==> config.mk <==
export PLATFORM = sky130hd
export DESIGN_NAME = spectrum_peak_detector
export DESIGN_NICKNAME = d
export VERILOG_FILES = /design/src/rtl/fft_post_pkg.sv /design/src/rtl/spectrum_peak_detector.sv
export SDC_FILE = /design/constraint.sdc
export NUM_CORES = 1
export LEC_CHECK = 0
export ABC_AREA = 1
export BUFFER_PORTS_ARGS = -buffer_cell sky130_fd_sc_hd__clkbuf_2
export CAP_MARGIN = 20
export CORE_AREA = 2 2 157 159
export DETAILED_ROUTE_END_ITERATION = 10
export DIE_AREA = 0 0 159 161
export PLACE_DENSITY = 0.74
export SYNTH_ARGS = -nofsm -noshare
export SYNTH_HDL_FRONTEND = slang
export SYNTH_SLANG_ARGS = --single-unit
==> constraint.sdc <==
create_clock -name clk_i -period 5.77 [get_ports clk_i]
set_clock_uncertainty 0.15 [all_clocks]
set_input_delay 0.2885 -clock clk_i [delete_from_list [all_inputs] [get_ports clk_i]]
set_output_delay 0.2885 -clock clk_i [all_outputs]
set_load 0.02 [all_outputs]
==> src/rtl/fft_post_pkg.sv <==
// Shared definitions for the FFT post-processing blocks.
// Holds the FFT geometry constants, derived widths, the peak-detector
// FSM state encoding and a constant-evaluable ceil(log2) helper.
package fft_post_pkg;

  // Smallest r such that 2**r >= value.
  function automatic int clog2(input int value);
    int r;
    int v;
    r = 0;
    v = value - 1;
    while (v > 0) begin
      r = r + 1;
      v = v >> 1;
    end
    return r;
  endfunction

  localparam int FFT_POINTS = 4096;
  localparam int N_BINS     = FFT_POINTS / 2;
  localparam int AMP_W      = 32;
  localparam int IDX_W      = clog2(N_BINS);
  localparam int ENG_W      = AMP_W + IDX_W;

  // Peak-detector FSM encoding.
  localparam logic [1:0] ST_IDLE    = 2'd0;
  localparam logic [1:0] ST_COLLECT = 2'd1;
  localparam logic [1:0] ST_REPORT  = 2'd2;

endpackage

==> src/rtl/spectrum_peak_detector.sv <==
// Per-frame peak / energy tracker for the FFT squared-magnitude stream.
// Latency: result_valid_o pulses in the 2nd cycle after the last bin is accepted.
// Backpressure: none; amp_valid_i may gap freely, every valid bin in COLLECT is taken.
//
// Ports:
//   clk_i, rst_i (async, active-high)
//   start_i        arms a new frame (also restarts a frame in progress)
//   amp_i/amp_valid_i  unsigned bin amplitude stream
//   thresh_i       quasi-static defect threshold
//   peak_amp_o, peak_idx_o, energy_o, defect_o  results of last completed frame
//   result_valid_o one-cycle pulse when the results above update
//   busy_o         high whenever the FSM is not IDLE
module spectrum_peak_detector
  import fft_post_pkg::ST_IDLE;
  import fft_post_pkg::ST_COLLECT;
  import fft_post_pkg::ST_REPORT;
#(
  parameter int N_BINS = fft_post_pkg::N_BINS,
  parameter int AMP_W  = fft_post_pkg::AMP_W,
  parameter int IDX_W  = fft_post_pkg::clog2(N_BINS),
  parameter int ENG_W  = AMP_W + IDX_W
) (
  input  logic             clk_i,
  input  logic             rst_i,
  input  logic             start_i,
  input  logic [AMP_W-1:0] amp_i,
  input  logic             amp_valid_i,
  input  logic [AMP_W-1:0] thresh_i,
  output logic [AMP_W-1:0] peak_amp_o,
  output logic [IDX_W-1:0] peak_idx_o,
  output logic [ENG_W-1:0] energy_o,
  output logic             defect_o,
  output logic             result_valid_o,
  output logic             busy_o
);

  localparam logic [IDX_W-1:0] LAST_BIN = IDX_W'(N_BINS - 1);

  logic [1:0]       state;
  logic [IDX_W-1:0] bin_cnt;
  logic [AMP_W-1:0] run_max;
  logic [IDX_W-1:0] run_idx;
  logic [ENG_W-1:0] run_eng;

  always_ff @(posedge clk_i or posedge rst_i) begin
    if (rst_i) begin
      state          <= ST_IDLE;
      bin_cnt        <= '0;
      run_max        <= '0;
      run_idx        <= '0;
      run_eng        <= '0;
      peak_amp_o     <= '0;
      peak_idx_o     <= '0;
      energy_o       <= '0;
      defect_o       <= 1'b0;
      result_valid_o <= 1'b0;
    end else begin
      result_valid_o <= 1'b0;

      case (state)
        ST_IDLE: begin
          if (start_i) begin
            state   <= ST_COLLECT;
            bin_cnt <= '0;
            run_max <= '0;
            run_idx <= '0;
            run_eng <= '0;
          end
        end

        ST_COLLECT: begin
          // A restart wins over a coincident sample; that sample is dropped.
          if (start_i) begin
            bin_cnt <= '0;
            run_max <= '0;
            run_idx <= '0;
            run_eng <= '0;
          end else if (amp_valid_i) begin
            run_eng <= run_eng + ENG_W'(amp_i);
            // Strict compare: ties keep the earliest bin, all-zero frame reports bin 0.
            if (amp_i > run_max) begin
              run_max <= amp_i;
              run_idx <= bin_cnt;
            end
            bin_cnt <= bin_cnt + IDX_W'(1);
            if (bin_cnt == LAST_BIN) begin
              state <= ST_REPORT;
            end
          end
        end

        ST_REPORT: begin
          peak_amp_o     <= run_max;
          peak_idx_o     <= run_idx;
          energy_o       <= run_eng;
          defect_o       <= (run_max >= thresh_i);
          result_valid_o <= 1'b1;
          // A start landing on the report cycle opens the next frame directly;
          // the current results are read above before the clear takes effect.
          if (start_i) begin
            state   <= ST_COLLECT;
            bin_cnt <= '0;
            run_max <= '0;
            run_idx <= '0;
            run_eng <= '0;
          end else begin
            state <= ST_IDLE;
          end
        end

        default: state <= ST_IDLE;
      endcase
    end
  end

  // Decoded straight from the state register, so still free of input paths.
  assign busy_o = (state != ST_IDLE);

endmodule

After elaboration in Yosys (flattened, before gate mapping)
Cells that the tools add are included. Widths: inputs -> output; s select.

Register bits: 187. Input bits: 68. Output and inout bits: 89. Word-level logic and storage cells: 55.

Add/sub/neg operators: 2. $lt $le $gt $ge: 2. Equality and inequality tests: 10. Muxes and demuxes: 24. Reduce and logical (&&, ||, !) cells: 7.

Operators with widths (count): $mux 43 (3); $mux 32 (4); $pmux 43 s2 (1); $mux 11 (6); $pmux 32 s2 (1); $pmux 11 s2 (2); $add 43x32->43 (1); $ge 32x32->1 (1); $gt 32x32->1 (1); $add 11x1->11 const B (1); $eq 11x11->1 const B (1); $mux 2 (4); $ne 2x2->1 const B (4); $reduce_and 4->1 (2); $ne 3x3->1 const B (2); $pmux 2 s3 (1); $reduce_bool 2->1 (2); $reduce_and 3->1 (1); $eq 2x1->1 const B (1); $eq 2x2->1 const B (1); $logic_not 2->1 (1); $mux 1 (2); $ne 2x1->1 const B (1); $reduce_or 2->1 (1).

Depth between registers and ports, before layout
Gate-level depths: netlist (run 1).

Depth after elaboration: 5. Depth in mapped cells: 19. Depth with buffers taken out: 18.

Least setup slack after synthesis (run 1)
No wires, ideal clock.

Kind: reg2reg. From: reg run_eng[0]. To: reg run_eng[26]. Library setup time: 0.117 ns. Arrival: 1.779 ns. Data required time: 5.503 ns. Setup slack: 3.723 ns. Cell stages (with the launch flop): 15. Path buffers: 0. Path through: dfrtp_1 > ha_1 > fa_1 > nand3_1 > nand2_1 > nand2_1 > nand2_1 > nand2_1 > nand2_1 > nand2_1 > nor2_1 > nor2_1 > nand2_1 > nand3_1 > nand2_1.

Longest elaborated chain between the ends: 4.

Ends and longest elaborated chain: start, declared (line spectrum_peak_detector.sv:43) `logic [ENG_W-1:0] run_eng;`; start signal, assigned (line spectrum_peak_detector.sv:79) `run_eng <= run_eng + ENG_W'(amp_i);`; $add 43x32->43 (line spectrum_peak_detector.sv:79); $mux 43 (line spectrum_peak_detector.sv:78) `end else if (amp_valid_i) begin`; $mux 43 (line spectrum_peak_detector.sv:73) `if (start_i) begin`; $pmux 43 s2 (line spectrum_peak_detector.sv:60) `case (state)`.

Every way passes these cells. The select of a mux whose other input is x is not followed. A chain may end at the register's enable or synchronous reset.

Final worst setup path (run 1)
From: reg run_max[23]. To: reg run_max[20].

Longest elaborated chain between the ends: 3.

Ends and longest elaborated chain: start, declared (line spectrum_peak_detector.sv:41) `logic [AMP_W-1:0] run_max;`; start signal, assigned (line spectrum_peak_detector.sv:82) `run_max <= amp_i;`; $gt 32x32->1 (line spectrum_peak_detector.sv:81) `if (amp_i > run_max) begin`; $ne 3x3->1 (no line); $reduce_and 4->1 (no line).

Every way passes these cells.

==> qor.yml, run 1 <==
floorplan:
  design.core.area_um2: 24000
  start_util_pct: 49.5
  die_area_um2: 25600
  die_x_um: 159
  io_pins: 157
  die_h_um: 161
  core.rowCount: 57
cells_and_area:
  fin_nets: 1973
  layout_common_cells: "nand2_1, inv_1, dfrtp_1"
  final_common_cell: "nand2_1"
  fillers: 2344
  multiInputGateArea_um2: 6030
  final_cell_area_um2: 13400
  register_area_um2: 4680
  syn2layout_area_growth_pct: 13.3
  final_layout_size_suffix_gt1_share_pct: 11.8
  antennaDiodeCount: 0
synth:
  ys_types: 40
  synth-edff-count: 0
  synth-async-reset-ratio_pct: 100
  syn_nets: 1839
  synth-main-ff-cell: "dfrtp_1"
  synth_area_leaders: "dfrtp_1, nand2_1, ha_1, inv_1, o21ai_0"
  synth-simple-area-share_pct: 29.3
  yosysWarnings: 0
  syn-cell-area_um2: 11900
  synth.top_cell.area_share_pct: 39.5
  syn_area_per_cell_um2: 7.08
  synth_area_leader_cell: "dfrtp_1"
  synthCells: 1673
  muxShareOfSynthArea_pct: 0
  ys_ff_latch: 187
  synthXorXnorAreaFrac_pct: 0.0739
  yosys.area_share.adder_pct: 10.4
  synth_top_family_by_area: "simple AND/OR/NAND/NOR gates"
  synth-compound-area-share_pct: 11.1
  seq_area_frac_synth_pct: 39.5
clock_tree:
  hold_buffers: 2
  htree_levels: 4
  cts_buffers: 17
  clk_pin_slew_ns: 0.07
  cts_tree: "done"
  clock-sinks: 187
  clk_latency_ns: 0.44
  cts-root-buf: "clkbuf_16"
  cts.repair.resized: 0
  post_cts_buffers: 0
  max-clock-path-buffers: 2
route:
  drcViolationCount: 0
  num_vias: 11004
  wl_met1_um: 15300
  dr.pass1.iters: 6
  met2_length_um: 14600
  drtIter0Drc: 856
  wire_per_inst_um: 15.0
  via_per_inst: 5.13
  met3_length_um: 1650
  wl_um: 32300
  highest-signal-layer: "met4"
  ant_nets: 0
placement:
  portBuffers: 156
  hpwl_um: 24700
  place_area_um2: 12800
  gp_congestion: 0.954
sta:
  timing.final.crit_share_pct: 54.6
  rsz0062_at_grt: "no"
  max_freq_ghz: 0.317
  relSlewSlack_pct: 34.4
  tns_ns: 0
  hold_viol: 0
  timing.hold.ws_ns: 0.0521
  slew_viol_final: 0
  fin_crit_ns: 3.15
  worst_pin_slew_ns: 0.983
  setup_violations: 0
power:
  p_leak_nw: 7.62
  p_sw_mw: 1.20
  power.share.clock_pct: 33.8
  ir_worst_vdd_v: 0.000167
  seq_power_share_pct: 42.6
  powerDensity_nw_per_um2: 256
  p_comb_share_pct: 23.6
  p_int_mw: 2.23
  power_mw: 3.44
  p_sw_share_pct: 35.0
worst_setup_path:
  rr_worst_depth: 13
  cp_data_required_time_ns: 5.94
  path_class: "register to register"
  endpoint_kind: "register"
  worstSetupStartpoint: "run_max[23]"
  r2r-end: "run_max[20]"
  crit_path_max_fanout: 44
  worst_setup_path_start_kind: "register"
  r2r_start: "run_max[23]"
  crit_arrival_ns: 3.33
  reg2reg_slack_ns: 2.62
  endpoint: "run_max[20]"
grt:
  grt_pass1_wl_um: 52600
  grt_max_degree: 133
  grt_pass1_vias: 10414
  grt-ovfl-total: 0
  antenna_found_initial: 0
  grt_usage_pct: 25.7
flow_run:
  drv_cap: 0
run_status:
  outcome: "complete, no violations"
min_path:
  hold_class: "input port to register"
## per-stage QoR
stage | worst slack (ns) | instances | utilization (%)
5_1_grt | 2.34 | 2144 | 56.0
4_1_cts | 2.64 | 2144 | 56.0
3_3_place_gp | 2.74 | 2110 | 53.5
6_report | 2.62 | 2144 | 56.0
3_5_place_dp | 2.66 | 2110 | 53.5
2_1_floorplan | 0.246 | 1673 | -
## metal layers
metal / global-route usage (%) / vias to the layer above
met5: 0 / -
met4: 7.73 / 0
met3: 3.60 / 44
met2: 41.1 / 278
met1: 36.4 / 5107
li1: - / 5575
## Yosys cell counts, types with 3 or more instances
cell	number
nand2_1	580
inv_1	236
dfrtp_1	187
nor2_1	137
o21ai_0	115
ha_1	97
nand3_1	92
a21oi_1	83
clkbuf_1	19
buf_2	16
nor3_1	16
nand4_1	11
o22ai_1	9
o21bai_1	8
o21ai_1	7
a21o_1	5
buf_4	5
nor2_2	5
a21boi_0	4
buf_6	4
inv_2	4
a31oi_1	3
nand2_4	3
nor4_1	3
o21a_1	3
## kinds of logic after synthesis
group,count (synthesis)
and+or+nand+nor,856
adders and majority gates,98
AOI/OAI and AO/OA,245
xor gates and xnor gates,1
buffers and inverters,286
DFF,187
## critical path, stage by stage, from the launching register on
cell and delay, ns:
dfrtp_1 0.40, inv_1 0.08, ha_1 0.32, nand2_1 0.06
nor2_1 0.15, nand4_1 0.15, nor2_1 0.15, nand2_1 0.07
nand2_1 0.05, nand2_1 0.06, nand2_2 0.60, nand2_4 0.47
nand2_1 0.21, nand2_1 0.07
## area by class of cell
type / count / share of cell area [%]
Sequential cell: 187 / 34.9
Timing Repair Buffer: 161 / 6.13
Clock buffer: 17 / 3.17
Inverter: 240 / 6.78
Tap cell: 324 / 3.02
Multi-Input combinational cell: 1200 / 44.9
Clock inverter: 15 / 1.12
## how the worst min path moves through the flow
stage          slack [ns]           start  cells past startpoint             end
2_1_floorplan        0.24     amp_valid_i                      1        state[0]
3_5_place_dp         0.31  peak_idx_o[10]                      2  peak_idx_o[10]
5_1_grt              0.07         start_i                      4      bin_cnt[2]
3_3_place_gp         0.31   peak_idx_o[6]                      2   peak_idx_o[6]
6_report             0.05         start_i                      4      bin_cnt[2]
4_1_cts              0.04         start_i                      4      bin_cnt[2]
## power by group through the flow
stage,combinational (mW),clock [mW],sequential [mW]
6_report,0.811,1.16,1.46
3_5_place_dp,0.800,0,1.49
5_1_grt,0.932,1.23,1.47
3_3_place_gp,0.779,0,1.49
2_1_floorplan,0.572,0,1.48
4_1_cts,0.807,1.18,1.46
## registers in the layout, indices dropped and copies added, names as in the netlist
signal and count:
result_valid_o 1, run_eng 43, bin_cnt 11, peak_idx_o 11, state 2, defect_o 1
energy_o 43, peak_amp_o 32, run_idx 11, run_max 32
(Power assumes the default switching activity.)
==> run 2, diff against run 1 <==
PLACE_DENSITY = 0.71   (was 0.74)
clock period = 3.3 ns   (was 5.77 ns; I/O delays follow)
==> run 2 against run 1 <==
Register-to-register slack worse by 2.0 ns. Critical path depth unchanged. Clock power is 89% higher. Wire length rose by 2.9%. Design area up 2.9%. Global-route usage is 0.86 points higher.
==> qor.yml, run 2 (synthesized netlist as in run 1, its figures left out) <==
route:
  drcViolationCount: 0  # unchanged
  wire_per_inst_um: 15.2  # +1.2%
  ant_nets: 0  # unchanged
  dr.pass1.iters: 5  # -1
  wl_um: 33200  # +2.9%
  num_vias: 11164  # +1.5%
  via_per_inst: 5.12  # -0.18%
  drtIter0Drc: 872  # +1.9%
min_path:
  min_path_cells: 5  # +1
  hold_class: "input port to register"
  holdCritStartpoint: "amp_i[26]"
  hold_end: "run_max[26]"
sta:
  setup_violations: 0  # unchanged
  slew_viol_final: 0  # unchanged
  fin_crit_ns: 2.64  # -0.507 ns
  relSlewSlack_pct: 29.7  # -4.7 points
  timing.final.crit_share_pct: 80.1  # +26 points
  worst_pin_slew_ns: 1.05  # +0.0697 ns
  max_freq_ghz: 0.378  # +19%
  hold_viol: 0  # unchanged
  tns_ns: 0  # unchanged
  rsz0062_at_grt: "no"
floorplan:
  design.core.area_um2: 24000  # unchanged
  die_x_um: 159  # unchanged
  core.rowCount: 57  # unchanged
  die_h_um: 161  # unchanged
  start_util_pct: 49.5  # unchanged
  die_area_um2: 25600  # unchanged
  io_pins: 157  # unchanged
worst_setup_path:
  crit_arrival_ns: 2.82  # -0.51 ns
  path_class: "register to register"
  r2r-end: "run_max[16]"
  worst_setup_path_start_kind: "register"
  cp_data_required_time_ns: 3.48  # -2.46 ns
  rr_worst_depth: 13  # unchanged
  reg2reg_slack_ns: 0.66  # -1.96 ns
  r2r_start: "run_max[23]"
  endpoint_kind: "register"
  crit_path_max_fanout: 43  # -2.3%
placement:
  portBuffers: 156  # unchanged
  hpwl_um: 25100  # +1.7%
  place_area_um2: 12900  # +0.52%
  gp_congestion: 0.929  # -2.6%
clock_tree:
  cts_tree: "done"
  post_cts_buffers: 0  # unchanged
  clk_pin_slew_ns: 0.07  # about the same
  cts_buffers: 17  # unchanged
  hold_buffers: 31  # +29
  max-clock-path-buffers: 2  # unchanged
  cts.repair.resized: 0  # unchanged
  clock-sinks: 187  # unchanged
  htree_levels: 4  # unchanged
  cts-root-buf: "clkbuf_16"
  clk_latency_ns: 0.44  # about the same
cells_and_area:
  syn2layout_area_growth_pct: 16.6
  layout_common_cells: "nand2_1, inv_1, dfrtp_1"
  fillers: 2294  # -2.1%
  antennaDiodeCount: 0  # unchanged
  final_common_cell: "nand2_1"
  final_layout_size_suffix_gt1_share_pct: 11.8  # about the same
  final_cell_area_um2: 13800  # +2.9%
  fin_nets: 2008  # +1.8%
  top_regs: "energy_o x43, run_eng x43"
grt:
  grt_pass1_vias: 10877  # +4.4%
  grt-ovfl-total: 0  # unchanged
  grt_usage_pct: 26.5  # +0.86 points
  grt_max_degree: 134  # +0.75%
  grt_pass1_wl_um: 54600  # +3.7%
  antenna_found_initial: 0  # unchanged
power:
  p_leak_nw: 7.79  # +2.3%
  ir_worst_vdd_v: 0.000335  # +100%
  powerDensity_nw_per_um2: 449  # +75%
flow_run:
  drv_cap: 0  # unchanged
run_status:
  outcome: "complete, no violations"
==> run 2: per-layer routing <==
layer	vias to the layer above	track usage [%]	routed length, µm
li1	5642	-	-
met1	5177	36.4	15400
met2	295	43.5	15400
met3	50	3.98	1640
met4	0	8.43	765
met5	-	0	0
==> run 2: report_power, final <==
| part | switching, mW | internal [mW] | total (mW) |
|---|---|---|---|
| sequential | 0.120 | 2.44 | 2.56 |
| clock | 0.977 | 1.22 | 2.19 |
| combinational | 0.968 | 0.491 | 1.46 |
| total | 2.07 | 4.15 | 6.21 |
==> run 2: how the worst max path moves through the flow <==
stage                start     endpoint  slack [ns]  cells after the start
2_1_floorplan        rst_i   bin_cnt[0]        0.58                      1
3_3_place_gp   run_max[23]   run_max[4]        0.74                     13
3_5_place_dp   run_max[23]   run_idx[5]        0.69                     13
4_1_cts          amp_i[13]   run_idx[5]        0.69                     14
5_1_grt           amp_i[6]  run_max[16]        0.43                     16
6_report       run_max[23]  run_max[16]        0.66                     13
==> run 2: area by class of cell <==
cell class,instances,area (µm²),area share [%]
multi-input cells,1200,6030,43.6
clock buffers,19,433,3.13
repair buffers,196,1180,8.56
well taps,324,405,2.93
flip-flops and latches,187,4680,33.9
clock inverters,13,181,1.31
inverters,240,907,6.56
==> run 2: critical path, cell delays in order (launching register included) <==
cell	delay, ns
dfrtp_1	0.39
inv_1	0.07
ha_1	0.31
nand2_1	0.07
nor2_1	0.13
nand4_1	0.12
nor2_1	0.14
nand2_1	0.07
nand2_1	0.05
nand2_1	0.06
nand2_2	0.31
nand2_4	0.37
nand2_1	0.16
nand2_1	0.07
==> run 2: through the flow <==
step	power [mW]	worst slack, ns	hold WS, ns	instances	util [%]
6_report	6.21	0.655	0.0144	2179	57.7
5_1_grt	6.54	0.435	0.0418	2179	57.7
4_1_cts	6.22	0.693	0.0103	2179	57.7
3_5_place_dp	4.01	0.694	0.300	2116	53.8
3_3_place_gp	3.96	0.744	0.295	2116	53.8
2_1_floorplan	3.59	0.579	0.121	1673	-
